<file path="config.mk">
export PLATFORM = sky130hd
export DESIGN_NAME = pc_fetch_unit
export DESIGN_NICKNAME = d
export VERILOG_FILES = /design/src/rtl/pc_fetch_unit.sv
export SDC_FILE = /design/constraint.sdc
export NUM_CORES = 1
export LEC_CHECK = 0
export ABC_AREA = 1
export CAP_MARGIN = 5
export CORE_ASPECT_RATIO = 1.75
export CORE_MARGIN = 4
export CORE_UTILIZATION = 52
export CTS_BUF_LIST = sky130_fd_sc_hd__clkbuf_4 sky130_fd_sc_hd__clkbuf_8 sky130_fd_sc_hd__clkbuf_16
export CTS_CLUSTER_SIZE = 28
export DETAILED_ROUTE_END_ITERATION = 8
export GPL_TIMING_DRIVEN = 1
export PLACE_DENSITY = 0.88
export SKIP_CTS_REPAIR_TIMING = 1
export SYNTH_ARGS = -nofsm -noshare
export SYNTH_HDL_FRONTEND = slang
export SYNTH_SLANG_ARGS = --single-unit
</file>
<file path="constraint.sdc">
create_clock -name clk -period 3.56 [get_ports clk]
set_input_delay 0.712 -clock clk [delete_from_list [all_inputs] [get_ports clk]]
set_output_delay 0.712 -clock clk [all_outputs]
set_load 0.02 [all_outputs]
</file>
<file path="src/rtl/pc_fetch_unit.sv">
// Program-counter unit for the IF stage: valid/ready fetch request, stall, branch/trap redirects with queuing.
// Optional build macro PC_ALIGN_CHECK_EN aligns redirect targets to INSTR_BYTES and flags misaligned ones.
module pc_fetch_unit #(
  parameter int              PC_W         = 64,
  parameter int              INSTR_BYTES  = 4,
  parameter logic [PC_W-1:0] RESET_VECTOR = {PC_W{1'b0}}
) (
  input  logic            clk,
  input  logic            reset,
  input  logic            stall,
  input  logic            branch_taken,
  input  logic [PC_W-1:0] branch_target,
  input  logic            trap,
  input  logic [PC_W-1:0] trap_vector,
  input  logic            fetch_ready,
  output logic            fetch_valid,
  output logic [PC_W-1:0] PC_Out,
  output logic [PC_W-1:0] PC_Next_Seq,
  output logic            redirect_pending,
  output logic            misaligned
);

  typedef enum logic [1:0] {
    BOOT       = 2'd0,
    RUN        = 2'd1,
    REDIR_WAIT = 2'd2
  } state_t;

  state_t          state_q, state_d;
  logic [PC_W-1:0] pc_q, pc_d;
  logic [PC_W-1:0] pend_target_q, pend_target_d;
  logic            fetch_valid_q, fetch_valid_d;
  logic            redirect_pending_q, redirect_pending_d;
  logic            misaligned_q, misaligned_d;

  logic            redir_s;
  logic [PC_W-1:0] tgt_raw_s;
  logic [PC_W-1:0] tgt_s;
  logic            tgt_mis_s;

  // Trap has priority over a branch raised in the same cycle.
  assign redir_s   = trap | branch_taken;
  assign tgt_raw_s = trap ? trap_vector : branch_target;

`ifdef PC_ALIGN_CHECK_EN
  localparam logic [PC_W-1:0] ALIGN_MASK = PC_W'(INSTR_BYTES - 1);
  assign tgt_s     = tgt_raw_s & ~ALIGN_MASK;
  assign tgt_mis_s = |(tgt_raw_s & ALIGN_MASK);
`else
  assign tgt_s     = tgt_raw_s;
  assign tgt_mis_s = 1'b0;
`endif

  assign PC_Next_Seq = pc_q + PC_W'(INSTR_BYTES);

  // Next-state and next-register computation for the fetch FSM.
  always_comb begin
    state_d            = state_q;
    pc_d               = pc_q;
    pend_target_d      = pend_target_q;
    fetch_valid_d      = fetch_valid_q;
    redirect_pending_d = redirect_pending_q;
    misaligned_d       = 1'b0;
    case (state_q)
      BOOT: begin
        state_d       = RUN;
        fetch_valid_d = 1'b1;
      end
      RUN: begin
        if (fetch_ready) begin
          if (redir_s) begin
            pc_d         = tgt_s;
            misaligned_d = tgt_mis_s;
          end else if (!stall) begin
            pc_d = PC_Next_Seq;
          end else begin
            pc_d = pc_q;
          end
        end else if (redir_s) begin
          // Request is outstanding, so PC_Out must hold; park the target.
          pend_target_d      = tgt_s;
          state_d            = REDIR_WAIT;
          redirect_pending_d = 1'b1;
          misaligned_d       = tgt_mis_s;
        end else begin
          pc_d = pc_q;
        end
      end
      REDIR_WAIT: begin
        if (fetch_ready) begin
          pc_d               = redir_s ? tgt_s : pend_target_q;
          misaligned_d       = redir_s ? tgt_mis_s : 1'b0;
          state_d            = RUN;
          redirect_pending_d = 1'b0;
        end else if (redir_s) begin
          pend_target_d = tgt_s;
          misaligned_d  = tgt_mis_s;
        end else begin
          pend_target_d = pend_target_q;
        end
      end
      default: begin
        state_d            = BOOT;
        fetch_valid_d      = 1'b0;
        redirect_pending_d = 1'b0;
      end
    endcase
  end

  // State and output registers with synchronous active-low reset.
  always_ff @(posedge clk) begin
    if (!reset) begin
      state_q            <= BOOT;
      pc_q               <= RESET_VECTOR;
      pend_target_q      <= {PC_W{1'b0}};
      fetch_valid_q      <= 1'b0;
      redirect_pending_q <= 1'b0;
      misaligned_q       <= 1'b0;
    end else begin
      state_q            <= state_d;
      pc_q               <= pc_d;
      pend_target_q      <= pend_target_d;
      fetch_valid_q      <= fetch_valid_d;
      redirect_pending_q <= redirect_pending_d;
      misaligned_q       <= misaligned_d;
    end
  end

  assign PC_Out           = pc_q;
  assign fetch_valid      = fetch_valid_q;
  assign redirect_pending = redirect_pending_q;
  assign misaligned       = misaligned_q;

endmodule

</file>
Yosys cells after proc, flatten, opt, wreduce, memory -nomap -nowiden:

Cells that the tools add are included.
Widths: inputs -> output; s select.

* bitwise gates (word level): 3
* add/sub/neg operators: 1
* reduce and logical (&&, ||, !) cells: 7
* equal/unequal tests: 7
* shifts and indexed selects: 0
* muxes and demuxes: 16
* $lt $le $gt $ge: 0
* multiply operators: 0
* div/mod/pow operators: 0

Operators by type and width (count)
* $mux 64: 6
* $pmux 64 s2: 1
* $add 64x3->64 const B: 1
* $ne 2x2->1 const B: 4
* $reduce_and 4->1: 2
* $mux 2: 3
* $pmux 2 s3: 1
* $mux 1: 3
* $ne 3x3->1 const B: 1
* $pmux 1 s3: 1
* $reduce_and 3->1: 1
* $eq 2x1->1 const B: 1
* $eq 2x2->1 const B: 1
* $logic_not 2->1: 1
* $not 1->1: 2
* $pmux 1 s2: 1
* $reduce_and 2->1: 1
* $reduce_bool 2->1: 1
* $reduce_or 2->1: 1
* $or 1x1->1: 1

* bits of input ports: 134
* bits in latches: 0
* bits in registers: 132
* RAM bits: 0
* memories: 0
* ROM bits: 0

Logic depth before layout (Yosys ltp):

* word-level depth: 5
* mapped depth: 12

Worst setup path after synthesis:

OpenSTA, ideal clock, no wires.

* path kind: register to output
* start point: register pc_q[3], in the netlist PC_Out[3]
* end point: output PC_Next_Seq[58]
* cell stages (with the launch flop): 9
* data arrival time: 1.678 ns
* setup slack: 1.170 ns
* path buffers: 0
* path through: dfxtp_1 > ha_1 > nand2_1 > nor2_4 > nand2_4 > nor2_8 > nand2_2 > o21bai_1 > and2_1

* cells in the longest elaborated chain, start to end: 1

RTL lines
* from (decl): line 30 `logic [PC_W-1:0] pc_q, pc_d;`
* from (signal assigned): line 121 `pc_q <= pc_d;`
* $add 64x3->64: line 54 `assign PC_Next_Seq = pc_q + PC_W'(INSTR_BYTES);`
* to (decl): line 18 `output logic [PC_W-1:0] PC_Next_Seq,`

Every way passes these cells.

Final worst setup path:

* start point: register pc_q[27], in the netlist PC_Out[27]
* end point: output PC_Next_Seq[54]

Same word-level chain as after synthesis.

==> summary.md <==
| Metric | Value |
|---|---|
| CTS tree | done |
| Detail Route Antenna Nets | 0 |
| I/O pin cnt | 265 |
| Cell Chain, Critical Path | nand2_1 -> nor2_2 -> nand2_1 -> nor2_1 -> nand2_1 -> o21bai_1 -> and2_1 -> clkdlybuf4s50_1 |
| Synthesized net count | around 1,500 |
| Netlist Area Pre-Place | 8600 um2 |
| Sequential area share after synthesis | 0.307 |
| Initial Util | 0.525 |
| Most frequent CP cell | nand2_1 |
| GRT overflow | 0 |
| Clock Latency Late Sink | 0.44 ns |
| Final wirelength | 34,300 um |
| HPWL Detailed | roughly 26,000 um |
| Final GP Congestion | just over 1 |
| Routed WL per cell | around 19 um |
| Synth warn | 0 |
| IO buf count | between 200 and 300 |
| Largest net degree at the start of global routing | 94 |
| Worst stage delay on the critical path | around 0.60 ns |
| Crit Path Max Fanout | 5 |
| First drt pass iteration count | 8 |
| Multi-input gate area | approximately 5300 um2 |
| Hold slack | roughly 0.47 ns |
| Initial DRC count | around 690 |
| FF-to-FF setup slack | ~1.2 ns |
| Dominant cells by area after synthesis | dfxtp_1 31%, nand2_1 21%, o21ai_0 8.4% |
| Number of remaining DRC errors | 0 |
| CP startpoint kind | flop |
| Yosys top cell area share | 0.307 |
| Pins Over Slew Limit | 0 |
| P_leak | 4.68 nW |
| Share of layout cells above drive strength 1 | 0.0766 |
| First-pass GRT wire length | roughly 52,000 um |
| Peak supply drop | 0.941 mV |
| Fmax | roughly 0.29 GHz |
| Clock Tree Buf Depth | 2 |
| Via density per instance | 5.56 |
| Die ar. | about 19,000 um2 |
| Worst Skew | 0.0161 ns |
| FF/Latch Area | between 2000 and 3000 um2 |
| Number of max-cap violations | 0 |
| Actual slew at the worst max-slew pin | around 1.3 ns |
| Status | completed |
| Crit path capture type | primary output |
| Die Width | 105 um |
| Syn_area_per_cell | 6.17 um2 |
| Total power | a little under 8 mW |
| Final Util | 0.731 |
| Cell type with the largest total area after synthesis | dfxtp_1 |
| Vias post-DR | between 10,000 and 15,000 |
| RSZ-0062 raised after global routing | false |
| CTS clk-pin slew, worst paths | around 0.070 ns |
| N_diodes | 0 |
| Initial antenna violation count | 0 |
| Inserted Clock Buffers | 17 |
| Slew HR | 0.156 |
| Fillers | ~1,400 |
| Syn-to-layout area delta | 39.1% |
| Total track usage | 0.354 |
| WP data arrival | between 2 and 3 ns |
| Power density over the cells | between 600 and 700 nW/um2 |
| Hold Crit Class | reg2reg |
| Fin crit period | ~3.5 ns |
| Req. time, crit path | ~2.9 ns |
| H-Tree Depth | 4 |
| Number of global-route vias before repair | between 9,000 and 10,000 |
| WS Path Type | reg2out |
| Final setup viols | 0 |
| Distinct cell type count after synthesis | 38 |
| Die Height | between 150 and 200 um |
| Floorplan row count | 62 |
| Root buffer cell | clkbuf_16 |
| Fin crit share | 0.976 |
| Final hold vios | 0 |
| Core area | around 16,000 um2 |
| Final Net Count | around 1,800 |
| Post-Syn Instances | approximately 1,400 |
| Synthesis-stage register bit count | 132 |
| Slowest-stage cell, CP | clkdlybuf4s50_1 |
| TritonCTS Sinks | around 130 |
-- power breakdown --
part	switching [mW]	total [mW]	internal (mW)
registers	0.502	2.40	1.90
logic	2.05	3.51	1.46
clock network	0.780	1.78	1.00
total	3.34	7.69	4.35
-- flip-flops by register name (all words and copies together) (netlist names) --
name	count
PC_Out	64
redirect_pending	1
pend_target_q	64
fetch_valid	1
state_q	2
-- critical path, delay by kind of cell (launching register included) --
family / cells / cell delay, ns
simple gates: 6 / 1.09
buf+inv: 1 / 0.60
flops: 1 / 0.47
compound gates: 1 / 0.17
-- layout by cell type (no fill, tap or decap), types with 12 or more instances in the layout --
cell and instances:
a211oi_1 36, a21oi_1 112, buf_4 14, clkbuf_16 17, clkdlybuf4s50_1 258, dfxtp_1 129, inv_1 86, nand2_1 470
nand2_2 16, nand3_1 24, nor2_1 154, nor2_2 13, nor2_4 14, o21ai_0 145, o21ai_1 12, xnor2_1 13
-- layer usage --
metal / vias up / share of wire / GRT usage
li1: 4969 / - / -
met1: 4706 / 0.34 / 0.370
met2: 514 / 0.52 / 0.649
met3: 129 / 0.069 / 0.0532
met4: 0 / 0.071 / 0.236
met5: - / 0 / 0
-- through the flow --
stage	cell area, um2	cells	setup slack [ns]	setup TNS, ns
floorplan	8600	1394	1.17	0
global placement	11400	1823	0.396	0
detailed placement	11400	1823	0.439	0
CTS	11900	1855	-0.0352	-0.0352
global route	12000	1855	0.00590	0
finish	12000	1855	0.0870	0
-- area by class of cell --
cell class / count / area share
multi-input combinational: 1093 / 0.442
timing repair buffer: 281 / 0.235
sequential: 132 / 0.221
clock buffer: 18 / 0.0367
inverter: 93 / 0.0292
tap: 224 / 0.0234
clock inverter: 14 / 0.0118
-- path summary, 6_finish.rpt --
kind              depth (start not counted)                      startpoint                              to
setup reg to reg                          8         state_q[0]$_SDFFE_PN0P_         PC_Out[12]$_SDFFE_PN0P_
hold / removal                            2  pend_target_q[43]$_SDFFE_PN0P_  pend_target_q[43]$_SDFFE_PN0P_
setup / recovery                          8         PC_Out[27]$_SDFFE_PN0P_                 PC_Next_Seq[54]
hold reg to reg                           2  pend_target_q[43]$_SDFFE_PN0P_  pend_target_q[43]$_SDFFE_PN0P_
-- cell families after synthesis --
logic type                 count (synthesis)  synth area share
AOI/OAI and AO/OA                        331             0.212
xor gates and xnor gates                  30            0.0367
adders and majority gates                  4           0.00582
buffers and inverters                    169            0.0809
DFF                                      132             0.307
other                                      1          0.000436
and+or+nand+nor                          727             0.357
-- cell usage after synthesis, drive strengths merged --
library cell and number:
a31oi 8, o21ai 157, nand3b 4, nand2 492, buf 32, xor2 10
conb 1, clkinv 2, and2 11, dfxtp 132, nor2 183, inv 91
nand4 7, a21oi 114, or2 2, a41oi 10, xnor2 20, nand3 26
ha 4, clkbuf 44, a221oi 2, a211oi 36, o21bai 4, nor3 2
(Power assumes the default switching activity.)
